$ cat config.mk
export PLATFORM = sky130hd
export DESIGN_NAME = dma_reg_loader
export DESIGN_NICKNAME = d
export VERILOG_FILES = /design/src/rtl/dma_reg_loader.sv
export SDC_FILE = /design/constraint.sdc
export NUM_CORES = 1
export LEC_CHECK = 0
export BUFFER_PORTS_ARGS = -buffer_cell sky130_fd_sc_hd__buf_2
export CORE_ASPECT_RATIO = 0.7
export CORE_MARGIN = 1.5
export CORE_UTILIZATION = 59
export DETAILED_ROUTE_END_ITERATION = 16
export GPL_TIMING_DRIVEN = 0
export PLACE_DENSITY = 0.91
export SYNTH_ARGS = -nofsm -noshare
export SYNTH_HDL_FRONTEND = slang
export SYNTH_SLANG_ARGS = --single-unit
$ cat constraint.sdc
create_clock -name reg_clk -period 4.03 [get_ports reg_clk]
set_input_delay 0.2015 -clock reg_clk [delete_from_list [all_inputs] [get_ports reg_clk]]
set_output_delay 0.2015 -clock reg_clk [all_outputs]
set_load 0.01 [all_outputs]
$ cat src/rtl/dma_reg_loader.sv
// dma_reg_loader: register-bus initiator for the dma block's 4-bit address /
// 8-bit data register port. A start pulse captures a full blit descriptor.
// The block then writes registers 0x0..0xA in ascending order and honours reg_wait.
// CTRL (0xA) is always written last because that write launches the transfer.
// When SKIP_UNCHANGED is set, data registers whose byte already matches the last
// committed value are left out, and leaving them out costs no cycles.
module dma_reg_loader #(
  parameter int SKIP_UNCHANGED = 1,
  parameter int WAIT_TIMEOUT   = 255
) (
  input  logic        reg_clk,
  input  logic        reg_rst_n,
  input  logic        start,
  input  logic [16:0] src_off,
  input  logic [16:0] dst_off,
  input  logic [7:0]  width,
  input  logic [8:0]  height,
  input  logic [7:0]  fill,
  input  logic [7:0]  ctrl,
  output logic [3:0]  reg_addr,
  output logic [7:0]  reg_data,
  output logic        reg_cs,
  output logic        reg_we,
  input  logic        reg_wait,
  output logic        busy,
  output logic        done,
  output logic        error
);

  // The counter only has to reach WAIT_TIMEOUT-1. The abort fires on the stall
  // that would take it to WAIT_TIMEOUT.
  localparam int             WCW        = (WAIT_TIMEOUT > 1) ? $clog2(WAIT_TIMEOUT) : 1;
  localparam logic [WCW-1:0] WAIT_LAST  = WCW'(WAIT_TIMEOUT - 1);
  localparam bit             TIMEOUT_EN = (WAIT_TIMEOUT != 0);
  localparam bit             SKIP_EN    = (SKIP_UNCHANGED != 0);
  localparam logic [3:0]     CTRL_ADDR  = 4'hA;

  typedef enum logic [0:0] {
    ST_IDLE  = 1'b0,
    ST_WRITE = 1'b1
  } state_t;

  state_t             state_r, state_s;
  logic [10:0][7:0]   desc_r;          // latched descriptor, one byte per register
  logic [9:0][7:0]    shadow_r;        // last committed values of regs 0x0-0x9
  logic               shadow_valid_r;
  logic [WCW-1:0]     wait_cnt_r, wait_cnt_s;

  logic [10:0][7:0]   in_bytes_s;      // descriptor inputs mapped to register bytes
  logic [10:0][7:0]   sel_bytes_s;     // byte source for the next-address search
  logic [9:0]         skip_s;
  logic [3:0]         search_from_s;
  logic [3:0]         next_addr_s;
  logic [7:0]         next_data_s;
  logic               found_s;

  logic [3:0]         addr_s;
  logic [7:0]         data_s;
  logic               cs_s;
  logic               busy_s;
  logic               done_s;
  logic               error_s;
  logic               latch_s;
  logic               commit_s;
  logic               invalidate_s;

  // Map descriptor fields onto the register byte layout of the dma port
  always_comb begin
    in_bytes_s     = '0;
    in_bytes_s[0]  = src_off[7:0];
    in_bytes_s[1]  = src_off[15:8];
    in_bytes_s[2]  = {7'b000_0000, src_off[16]};
    in_bytes_s[3]  = dst_off[7:0];
    in_bytes_s[4]  = dst_off[15:8];
    in_bytes_s[5]  = {7'b000_0000, dst_off[16]};
    in_bytes_s[6]  = width;
    in_bytes_s[7]  = height[7:0];
    in_bytes_s[8]  = {7'b000_0000, height[8]};
    in_bytes_s[9]  = fill;
    in_bytes_s[10] = ctrl;
  end

  // Pick the byte source and search origin: live inputs at launch, latched bytes mid-sequence
  always_comb begin
    sel_bytes_s   = desc_r;
    search_from_s = 4'h0;
    if (state_r == ST_IDLE) begin
      sel_bytes_s   = in_bytes_s;
      search_from_s = 4'h0;
    end else begin
      sel_bytes_s   = desc_r;
      search_from_s = reg_addr + 4'h1;
    end
  end

  // Flag data registers whose byte already matches the committed shadow
  always_comb begin
    skip_s = 10'b00_0000_0000;
    for (int i = 0; i < 10; i++) begin
      skip_s[i] = SKIP_EN && shadow_valid_r && (sel_bytes_s[i] == shadow_r[i]);
    end
  end

  // First non-skipped data register at or above the search origin, else CTRL
  always_comb begin
    next_addr_s = CTRL_ADDR;
    next_data_s = sel_bytes_s[10];
    found_s     = 1'b0;
    for (int i = 0; i < 10; i++) begin
      if (!found_s && (4'(i) >= search_from_s) && !skip_s[i]) begin
        found_s     = 1'b1;
        next_addr_s = 4'(i);
        next_data_s = sel_bytes_s[i];
      end else begin
        found_s     = found_s;
      end
    end
  end

  // Next-state and next-output logic of the IDLE/WRITE sequencer
  always_comb begin
    state_s      = state_r;
    addr_s       = reg_addr;
    data_s       = reg_data;
    cs_s         = reg_cs;
    busy_s       = busy;
    done_s       = 1'b0;
    error_s      = 1'b0;
    wait_cnt_s   = wait_cnt_r;
    latch_s      = 1'b0;
    commit_s     = 1'b0;
    invalidate_s = 1'b0;
    case (state_r)
      ST_IDLE: begin
        if (start) begin
          latch_s    = 1'b1;
          state_s    = ST_WRITE;
          addr_s     = next_addr_s;
          data_s     = next_data_s;
          cs_s       = 1'b1;
          busy_s     = 1'b1;
          wait_cnt_s = '0;
        end else begin
          cs_s       = 1'b0;
          busy_s     = 1'b0;
        end
      end
      ST_WRITE: begin
        if (!reg_wait) begin
          wait_cnt_s = '0;
          if (reg_addr == CTRL_ADDR) begin
            commit_s = 1'b1;
            state_s  = ST_IDLE;
            cs_s     = 1'b0;
            busy_s   = 1'b0;
            done_s   = 1'b1;
          end else begin
            addr_s   = next_addr_s;
            data_s   = next_data_s;
          end
        end else if (TIMEOUT_EN && (wait_cnt_r == WAIT_LAST)) begin
          invalidate_s = 1'b1;
          state_s      = ST_IDLE;
          cs_s         = 1'b0;
          busy_s       = 1'b0;
          error_s      = 1'b1;
          wait_cnt_s   = '0;
        end else begin
          wait_cnt_s   = wait_cnt_r + WCW'(1);
        end
      end
      default: begin
        state_s    = ST_IDLE;
        cs_s       = 1'b0;
        busy_s     = 1'b0;
        wait_cnt_s = '0;
      end
    endcase
  end

  // Sequencer state and registered bus/status outputs
  always_ff @(posedge reg_clk or negedge reg_rst_n) begin
    if (!reg_rst_n) begin
      state_r    <= ST_IDLE;
      reg_addr   <= 4'h0;
      reg_data   <= 8'h00;
      reg_cs     <= 1'b0;
      reg_we     <= 1'b0;
      busy       <= 1'b0;
      done       <= 1'b0;
      error      <= 1'b0;
      wait_cnt_r <= '0;
    end else begin
      state_r    <= state_s;
      reg_addr   <= addr_s;
      reg_data   <= data_s;
      reg_cs     <= cs_s;
      reg_we     <= cs_s;
      busy       <= busy_s;
      done       <= done_s;
      error      <= error_s;
      wait_cnt_r <= wait_cnt_s;
    end
  end

  // Descriptor capture at launch; shadow commit on CTRL accept, invalidation on abort
  always_ff @(posedge reg_clk or negedge reg_rst_n) begin
    if (!reg_rst_n) begin
      desc_r         <= '0;
      shadow_r       <= '0;
      shadow_valid_r <= 1'b0;
    end else begin
      if (latch_s) begin
        desc_r <= in_bytes_s;
      end
      if (commit_s) begin
        shadow_r       <= desc_r[9:0];
        shadow_valid_r <= 1'b1;
      end else if (invalidate_s) begin
        shadow_valid_r <= 1'b0;
      end
    end
  end

endmodule

Yosys cells after proc, flatten, opt, wreduce, memory -nomap -nowiden
Index checks and enable logic that the tools add are counted.

Add/subtract/negate cells: 2. $lt $le $gt $ge: 10. Equality and inequality tests: 17. Multiplexer cells: 61. Bitwise logic cells: 1. Reduce and logical (&&, ||, !) cells: 51.

Operators with widths (number): two-way mux 8 bit (16); two-way mux 88 bit (1); == test 8 bit (7); two-way mux 4 bit (14); one-hot mux 8 bit (2 select lines) (2); logical AND 1 bit (29); two-way mux 1 bit (25); == test 8 x 1 -> 1 bit (3); logical NOT 1 bit (19); greater-or-equal comparator 3 x 4 -> 1 bit (first input constant) (4); adder 8 x 1 -> 8 bit (second input constant) (1); == test 8 bit (second input constant) (1); greater-or-equal comparator 1 x 4 -> 1 bit (first input constant) (2); greater-or-equal comparator 2 x 4 -> 1 bit (first input constant) (2); greater-or-equal comparator 4 bit (first input constant) (2); one-hot mux 4 bit (2 select lines) (1); != test 2 bit (second input constant) (3); != test 3 x 2 -> 1 bit (second input constant) (2); adder 4 x 1 -> 4 bit (second input constant) (1); == test 4 bit (second input constant) (1); one-hot mux 1 bit (2 select lines) (2); AND reduction 3 bit (1); AND reduction 2 bit (1); nonzero test 2 bit (1); inverter 1 bit (1).

Bits in registers: 151. Input port bits: 71.

Depth between registers and ports, before layout
Gate-level depths: netlist of run 1.

Word-level depth: 45. Depth in mapped cells: 14. Gate-level depth less buffers: 11.

Worst setup path before layout of run 1
No wires, ideal clock.

Kind: flip-flop to flip-flop. Start point: register reg_addr[0]. End point: register reg_data[5]. Library setup time: 0.083 ns. Arrival: 2.947 ns. Required time: 3.947 ns. Slack: 1.001 ns. Stages on the path, launching flop included: 11. Period minus slack after synthesis: 3.029 ns. Cells stage by stage: dfrtp_1 -> inv_1 -> ha_1 -> nor2b_1 -> a22oi_1 -> o41ai_4 -> nand4_2 -> nor4_4 -> nor4b_4 -> a22oi_1 -> o21ai_0.

Cells in the longest elaborated chain, start to end: 44. Elaborated cells between the ends (all ways): 66.

RTL lines: from (decl) (RTL line 20) `output logic [3:0] reg_addr,`; from (signal assigned) (RTL line 195) `reg_addr <= addr_s;`; adder 4 x 1 -> 4 bit (RTL line 92) `search_from_s = reg_addr + 4'h1;`; two-way mux 4 bit (RTL line 87) `if (state_r == ST_IDLE) begin`; greater-or-equal comparator 1 x 4 -> 1 bit (RTL line 110) `if (!found_s && (4'(i) >= search_from_s) && !skip_s[i]) begin`; logical AND 1 bit (RTL line 110); two-way mux 1 bit (RTL line 110); logical NOT 1 bit (RTL line 110); logical AND 1 bit (2 in a row) (RTL line 110); two-way mux 1 bit (RTL line 110); (+25 left out); logical AND 1 bit (2 in a row) (RTL line 110); two-way mux 1 bit (RTL line 110); logical NOT 1 bit (RTL line 110); logical AND 1 bit (2 in a row) (RTL line 110); two-way mux 8 bit (RTL line 110); two-way mux 8 bit (RTL line 151) `if (reg_addr == CTRL_ADDR) begin`; two-way mux 8 bit (RTL line 149) `if (!reg_wait) begin`; one-hot mux 8 bit (2 select lines) (RTL line 133) `case (state_r)`; to (signal assigned) (RTL line 196) `reg_data <= data_s;`; to (decl) (RTL line 21) `output logic [7:0] reg_data,`.

Several ways; a longest one is shown, not always the timed one. The select of a mux whose other input is x is not followed. A chain may end at the register's enable or synchronous reset.

Worst setup path after layout of run 1
Start point: register state_r. End point: register reg_data[5].

Cells in the longest elaborated chain, start to end: 45. Elaborated cells between the ends (all ways): 98.

RTL lines: from (decl) (RTL line 43) `state_t state_r, state_s;`; from (signal assigned) (RTL line 194) `state_r <= state_s;`; two-way mux 88 bit (RTL line 87); == test 8 bit (RTL line 100) `skip_s[i] = SKIP_EN && shadow_valid_r && (sel_bytes_s[i] == shadow_r[i]);`; logical AND 1 bit (RTL line 100); logical NOT 1 bit (RTL line 110); logical AND 1 bit (RTL line 110); two-way mux 1 bit (RTL line 110); logical NOT 1 bit (RTL line 110); logical AND 1 bit (2 in a row) (RTL line 110); (+26 left out); logical AND 1 bit (2 in a row) (RTL line 110); two-way mux 1 bit (RTL line 110); logical NOT 1 bit (RTL line 110); logical AND 1 bit (2 in a row) (RTL line 110); two-way mux 8 bit (RTL line 110); two-way mux 8 bit (RTL line 151); two-way mux 8 bit (RTL line 149); one-hot mux 8 bit (2 select lines) (RTL line 133).

Several ways; a longest one is shown, not always the timed one. The select of a mux whose other input is x is not followed.

==> impl_metrics.csv, run 1 <==
group,metric,value,unit
sta,min_period,3.959,ns
drt,wl_per_cell,21.10,um
synth,synth_ff_type,"dfrtp_1",
synth,yosysTopAreaCell,"dfrtp_1",
critical_path,worstPathArrival,4.26,ns
global_route,grt_pass1_wl,32.70,mm
drt,drc_errors,0,
clocking,cts-root-buf,"clkbuf_16",
synth,synthTopCellsByCount,"151 x dfrtp_1, 138 x mux2_2, 51 x nand2_1",
sta,hold_viol,0,
synth,synth_most_common_cell,"dfrtp_1",
clocking,insertion_delay,0.43,ns
placed_design,gp_congestion,0.9694,
finish,diodes,0,
clocking,cts_buffer_depth,2,
sta,slew_headroom,0.3588,
clocking,htree_levels,4,
synth,syn-cell-area,8203,um^2
floorplanning,die_h,101.7,um
power,powerDensity,596.1,nW/um^2
synth,synth_seq_cells,151,
sta,finalCritPeriodShare,0.9825,
synth,synth_edf_count,0,
drt,dr_total_vias,6163,
global_route,grt_max_degree,98,
power,ir_drop,0.3625,mV
synth,ys_async_sr_fraction,1.000,
clocking,cts.sinks,151,
synth,synth_top_area_share,0.4606,
sta,worst_slew_pin_slew,0.9468,ns
sta,fmax,252.6,MHz
run,drv_cap,0,
floorplanning,io_pins,88,
finish,drive_gt1_frac,0.3568,
sta,skew,0.007941,ns
sta,setup_violations,0,
drt,firstDrtPassIters,7,
global_route,gr-total-overflow,0,
floorplanning,dieArea,14630,um^2
hold_path,hold_path.class,"in -> reg",
critical_path,worstSetupEndpointType,"register",
drt,first_iter_violations,476,
drt,wirelength,20.99,mm
critical_path,cp_max_fo,10,
placed_design,port_buffers,87,
sta,rsz0062_at_grt,"no",
drt,via_per_inst,6.194,
critical_path,required,4.34,ns
synth,synthesis.nets,764,
critical_path,worst-setup-path-type,"reg -> reg",
finish,syn_to_final_growth,15.70,%
synth,synth.distinct_cells,61,
clocking,clk_pin_slew,0.07,ns
synth,yosysWarnings,0,
clocking,cts_setup_buffers,0,
drt,ant_nets,0,
sta,report.final.slew_viol_count,0,
synth,synth.area.top_cells,"dfrtp_1 46%, mux2_2 19%, mux2i_1 5.7%",
floorplanning,die_x,143.9,um
finish,final_nets,872,
finish,utilization,0.7105,
global_route,antenna_found_initial,0,
global_route,first_global_vias,6091,
critical_path,setup.worst_path.start_class,"register",
synth,seq_area_frac_synth,0.4606,
floorplanning,fp.coreArea,13360,um^2
floorplanning,num_rows,35,
finish,fillCellCount,914,
synth,syn_inst,689,
floorplanning,start_util,0.6141,
placed_design,hpwl,14.64,mm
sta,final.setup.tns,0,ns
global_route,track_usage,0.3022,
outcome,status,"completed",
clocking,cts_buffers,17,
power,p_leak,0.004569,uW
synth,avgSynthCellArea,11.91,um^2
clocking,cts_tree,"yes",
routing by layer:
metal | GRT usage | up-vias | share of wire
met5 | 0 | - | 0
met3 | 0.07423 | 45 | 0.092
met4 | 0.1177 | 0 | 0.021
li1 | - | 2744 | -
met1 | 0.4226 | 3075 | 0.44
met2 | 0.4579 | 299 | 0.45
path summary, 6_finish.rpt:
| check | depth (start not counted) | endpoint | start | slack (ns) |
|---|---|---|---|---|
| setup / recovery | 13 | reg_data[5] | state_r | 0.07 |
| hold / removal | 2 | desc_r[51] | width[3] | 0.01 |
| max in group asynchronous | 3 | shadow_r[39] | reg_rst_n | 2.87 |
| hold reg to reg | 1 | wait_cnt_r[6] | wait_cnt_r[6] | 0.50 |
| setup reg to reg | 13 | reg_data[5] | state_r | 0.07 |
| min in group asynchronous | 2 | desc_r[12] | reg_rst_n | 0.29 |
registers in the layout, summed over array words and instances (netlist names):
name            flops
wait_cnt_r          8
shadow_r           59
error               1
busy                1
shadow_valid_r      1
reg_addr            4
desc_r             67
done                1
state_r             1
reg_data            8
worst max-delay path, cell delays in order, from the launching register on:
cell and delay [ns]:
dfrtp_1 0.47, buf_6 0.22, buf_6 0.22, mux2i_1 0.43
xnor2_1 0.12, nor4_1 0.52, a211o_1 0.28, buf_2 0.28
nand4b_1 0.27, clkbuf_1 0.32, o22ai_1 0.20, a31oi_1 0.09
nor3_1 0.29, o21ai_0 0.11
cells by family after synthesis:
logic type	after synthesis	synth area share
AOI/OAI and AO/OA	91	0.08023
muxes	195	0.2706
and+or+nand+nor	144	0.09121
buffers and inverters	43	0.02608
DFF	151	0.4606
adders and majority gates	4	0.006102
xor gates and xnor gates	61	0.06513
cell type report:
| cell class | count | area [um^2] | area share |
|---|---|---|---|
| well taps | 185 | 231.5 | 0.02439 |
| inverters | 7 | 26.28 | 0.002769 |
| flip-flops and latches | 151 | 3779 | 0.3982 |
| repair buffers | 89 | 479.2 | 0.05049 |
| clock buffers | 18 | 429.2 | 0.04522 |
| multi-input cells | 495 | 4215 | 0.4442 |
| clock inverters | 14 | 142.6 | 0.01503 |
| plain buffers | 36 | 187.7 | 0.01978 |
metrics by stage:
| step | total power (uW) | worst slack [ns] | cell area, um^2 | hold slack (ns) | instances |
|---|---|---|---|---|---|
| global route | 5881 | 0.005667 | 9490 | 0.02410 | 995 |
| global placement | 3961 | 0.2977 | 8870 | 0.4476 | 961 |
| CTS | 5610 | 0.1470 | 9485 | 0.006385 | 995 |
| floorplan | 3425 | 1.001 | 8203 | -0.09409 | 689 |
| detailed placement | 4035 | 0.2498 | 8904 | 0.1955 | 962 |
| finish | 5657 | 0.07070 | 9490 | 0.01219 | 995 |
where the power goes:
group	internal (uW)	total (uW)	switching (uW)
Clock	866	1550	688
Combinational	896	2040	1150
Sequential	1820	2060	243
what timing repair did:
| item | in CTS | in global routing |
|---|---|---|
| hold buffers | 1 | 0 |
| resized for setup | 0 | 2 |
| endpoints found under the setup margin | 0 | 10 |
| hold endpoints to repair | 54 | 0 |
cells in the final DEF (no fill, tap or decap), drive strengths merged, types with 7 or more instances in the layout:
cell,instances
a22oi,9
a31oi,14
buf,111
clkbuf,31
dfrtp,151
inv,12
mux2,141
mux2i,47
mux4,7
nand2,51
nand3,12
nor2,24
nor3,13
nor4,7
o21ai,21
o22ai,8
xnor2,25
xor2,36
Note: power is estimated with default switching activity, not from simulation.
==> inputs of run 2 (changes only) <==
Settings changed: CORE_ASPECT_RATIO 0.7 to not set, CORE_UTILIZATION 59 to 60, CTS_CLUSTER_SIZE set to 10, PLACE_DENSITY 0.91 to 0.92.
Clock period 4.03 ns to 4.71 ns, I/O delays scaled along.
==> run 2 against run 1 <==
Flip-flop and latch count did not move; global-route usage is 0.60 points lower; combinational power shrank 15%; count of clock-buffer cells in the layout is 1 lower; final cell count shrank 0.90%; routed wire length decreased by 3.6%; via count is 0.37% lower; register-to-register slack better by 0.69 ns; sequential power decreased by 14%.
==> impl_metrics.csv, run 2 (synthesis gave the netlist of run 1 again) <==
group,metric,value,unit
outcome,status,"completed",
clocking,cts_tree,"yes",
sta,setup_violations,0,
placed_design,post-place-ws,0.9425,ns
finish,utilization,0.7133,
power,seqPwrFrac,0.364,
placed_design,placed_cell_area,8892,um^2
drt,firstDrtPassIters,6,
finish,layout_commonest_cell,"dfrtp_1",
floorplanning,num_rows,42,
sta,hold_viol,0,
critical_path,cp_max_fo,10,
sta,finalCritPeriodShare,0.8377,
clocking,htree_levels,4,
clocking,cts_buffer_depth,2,
drt,dr_total_vias,6140,
power,powerDensity,512.0,nW/um^2
placed_design,gp_congestion,0.9398,
clocking,clk_pin_slew,0.07,ns
finish,largest_register_ffs,67,
critical_path,crit_cells,13,
global_route,gr-total-overflow,0,
sta,report.final.slew_viol_count,0,
sta,final.setup.tns,0,ns
clocking,cts_buffers,17,
sta,skew,0.01203,ns
critical_path,cp_num_buf_inv,4,
critical_path,path_cells,"buf_4, buf_6, buf_4, buf_2, mux2_2, xor2_1, nor4_1, nand4_1, nand2_1, nand2_1, a21oi_1, nand2_1, o22ai_1",
critical_path,critPathTopFamily,"buffers and inverters",
drt,drc_errors,0,
clocking,cts-root-buf,"clkbuf_16",
global_route,grtUsageMet3,0.05086,
sta,rsz0062_at_grt,"no",
power,ir_drop,0.3571,mV
clocking,cts_resized,0,
critical_path,slowest_stage,"a21oi_1",
power,p_int,3100,uW
global_route,antenna_found_initial,0,
run,drv_cap,0,
critical_path,worstRegToRegCells,13,
drt,wl_per_cell,20.52,um
finish,diodes,0,
drt,ant_nets,0,
critical_path,worstSetupEndpointType,"register",
critical_path,setup.worst_path.start_class,"register",
power,power,4856,uW
hold_path,hold_path.class,"in -> reg",
power,clockPowerShare,0.278,
global_route,grt-busiest-layer,"met2",
sta,slew_headroom,0.3587,
critical_path,worstPathArrival,4.31,ns
floorplanning,die_x,119.9,um
drt,wirelength,20.24,mm
critical_path,worst-setup-path-type,"reg -> reg",
floorplanning,dieArea,14380,um^2
global_route,met2_usage,0.4754,
hold_path,whs_path_depth,2,
floorplanning,io_pins,88,
finish,fin_area,9484,um^2
clocking,cts.sinks,151,
critical_path,slowest_delay,0.64,ns
drt,via_per_inst,6.227,
floorplanning,die_h,119.9,um
finish,drive_gt1_frac,0.3568,
finish,final_cell_mix,"151 x dfrtp_1, 138 x mux2_2, 89 x buf_2",
power,swShare,0.3615,
global_route,grt_pass1_wl,32.15,mm
power,p_leak,0.004565,uW
placed_design,port_buffers,87,
floorplanning,start_util,0.6170,
global_route,grt_max_degree,96,
sta,min_period,3.946,ns
finish,syn_to_final_growth,15.62,%
power,power_frac_comb,0.358,
floorplanning,fp.coreArea,13300,um^2
global_route,first_global_vias,6125,
finish,top_regs,"desc_r x67, shadow_r x59",
sta,layout_setup_ws,0.7643,ns
sta,worst_slew_pin_slew,0.9470,ns
critical_path,required,5.08,ns
clocking,insertion_delay,0.44,ns
power,switchingPower,1755,uW
finish,top_register,"desc_r",
global_route,use_met1,0.3916,
sta,fmax,253.4,MHz
drt,first_iter_violations,560,
global_route,track_usage,0.2962,
critical_path,cpMostUsedCell,"nand2_1",
finish,final_nets,872,
placed_design,hpwl,14.15,mm
-- run 2: cell types whose count changed in the layout (fill, tap and decap cells not counted), sizes merged --
cell	before	now
bufinv	1	2
clkinvlp	2	5
clkbuf	31	30
clkinv	6	7
inv	12	8
-- run 2: layer usage --
layer	vias to the layer above	routed length, um
met3	68	1361
li1	2739	-
met2	281	9860
met1	3052	8182
met4	0	831
met5	-	0
-- run 2: path summary, 6_finish.rpt --
kind	end	from	slack, ns
worst max-delay path	reg_data[0]	state_r	0.76
worst min-delay path	desc_r[62]	height[6]	0.04
worst max register to register	reg_data[0]	state_r	0.76
worst min register to register	wait_cnt_r[6]	wait_cnt_r[6]	0.49
max in group asynchronous	shadow_r[40]	reg_rst_n	3.53
min in group asynchronous	error	reg_rst_n	0.32
-- run 2: repair_timing --
item | 4_1_cts | 5_1_grt
hold buffers | 1 | 0
setup buffers | 0 | 0
endpoints found under the hold margin | 56 | 0
-- run 2: worst reg2reg max path, delay by kind of cell, from the launching register on --
kind | cells | cell delay [ns]
AO/OA/AOI/OAI | 2 | 0.82
XOR/XNOR | 1 | 0.16
buffers and inverters | 4 | 1.08
flip-flops | 1 | 0.38
multiplexers | 1 | 0.42
AND/OR/NAND/NOR | 5 | 1.01
-- run 2: area by class of cell --
cell class                      count  area (um^2)
Clock inverter                     15        156.4
Clock buffer                       17        425.4
Multi-Input combinational cell    495         4210
Sequential cell                   151         3779
Tap cell                          176        220.2
Timing Repair Buffer               89        479.2
Inverter                            7        26.28
Buffer                             36        187.7
Fill cell                         900         3811
-- run 2: power groups by stage --
| stage | sequential [uW] | combinational, uW | clock [uW] |
|---|---|---|---|
| 3_3_place_gp | 1760 | 1640 | 0 |
| 5_1_grt | 1800 | 1850 | 1410 |
| 6_report | 1770 | 1740 | 1350 |
| 4_1_cts | 1760 | 1710 | 1360 |
| 3_5_place_dp | 1780 | 1680 | 0 |
| 2_1_floorplan | 1740 | 1190 | 0 |
-- run 2: per-stage QoR --
step,hold WS [ns],instances
after CTS,0.03874,986
after global routing,0.04841,986
after global placement,0.4695,952
after detailed placement,0.2423,953
after floorplan,-0.06009,689
final,0.04106,986
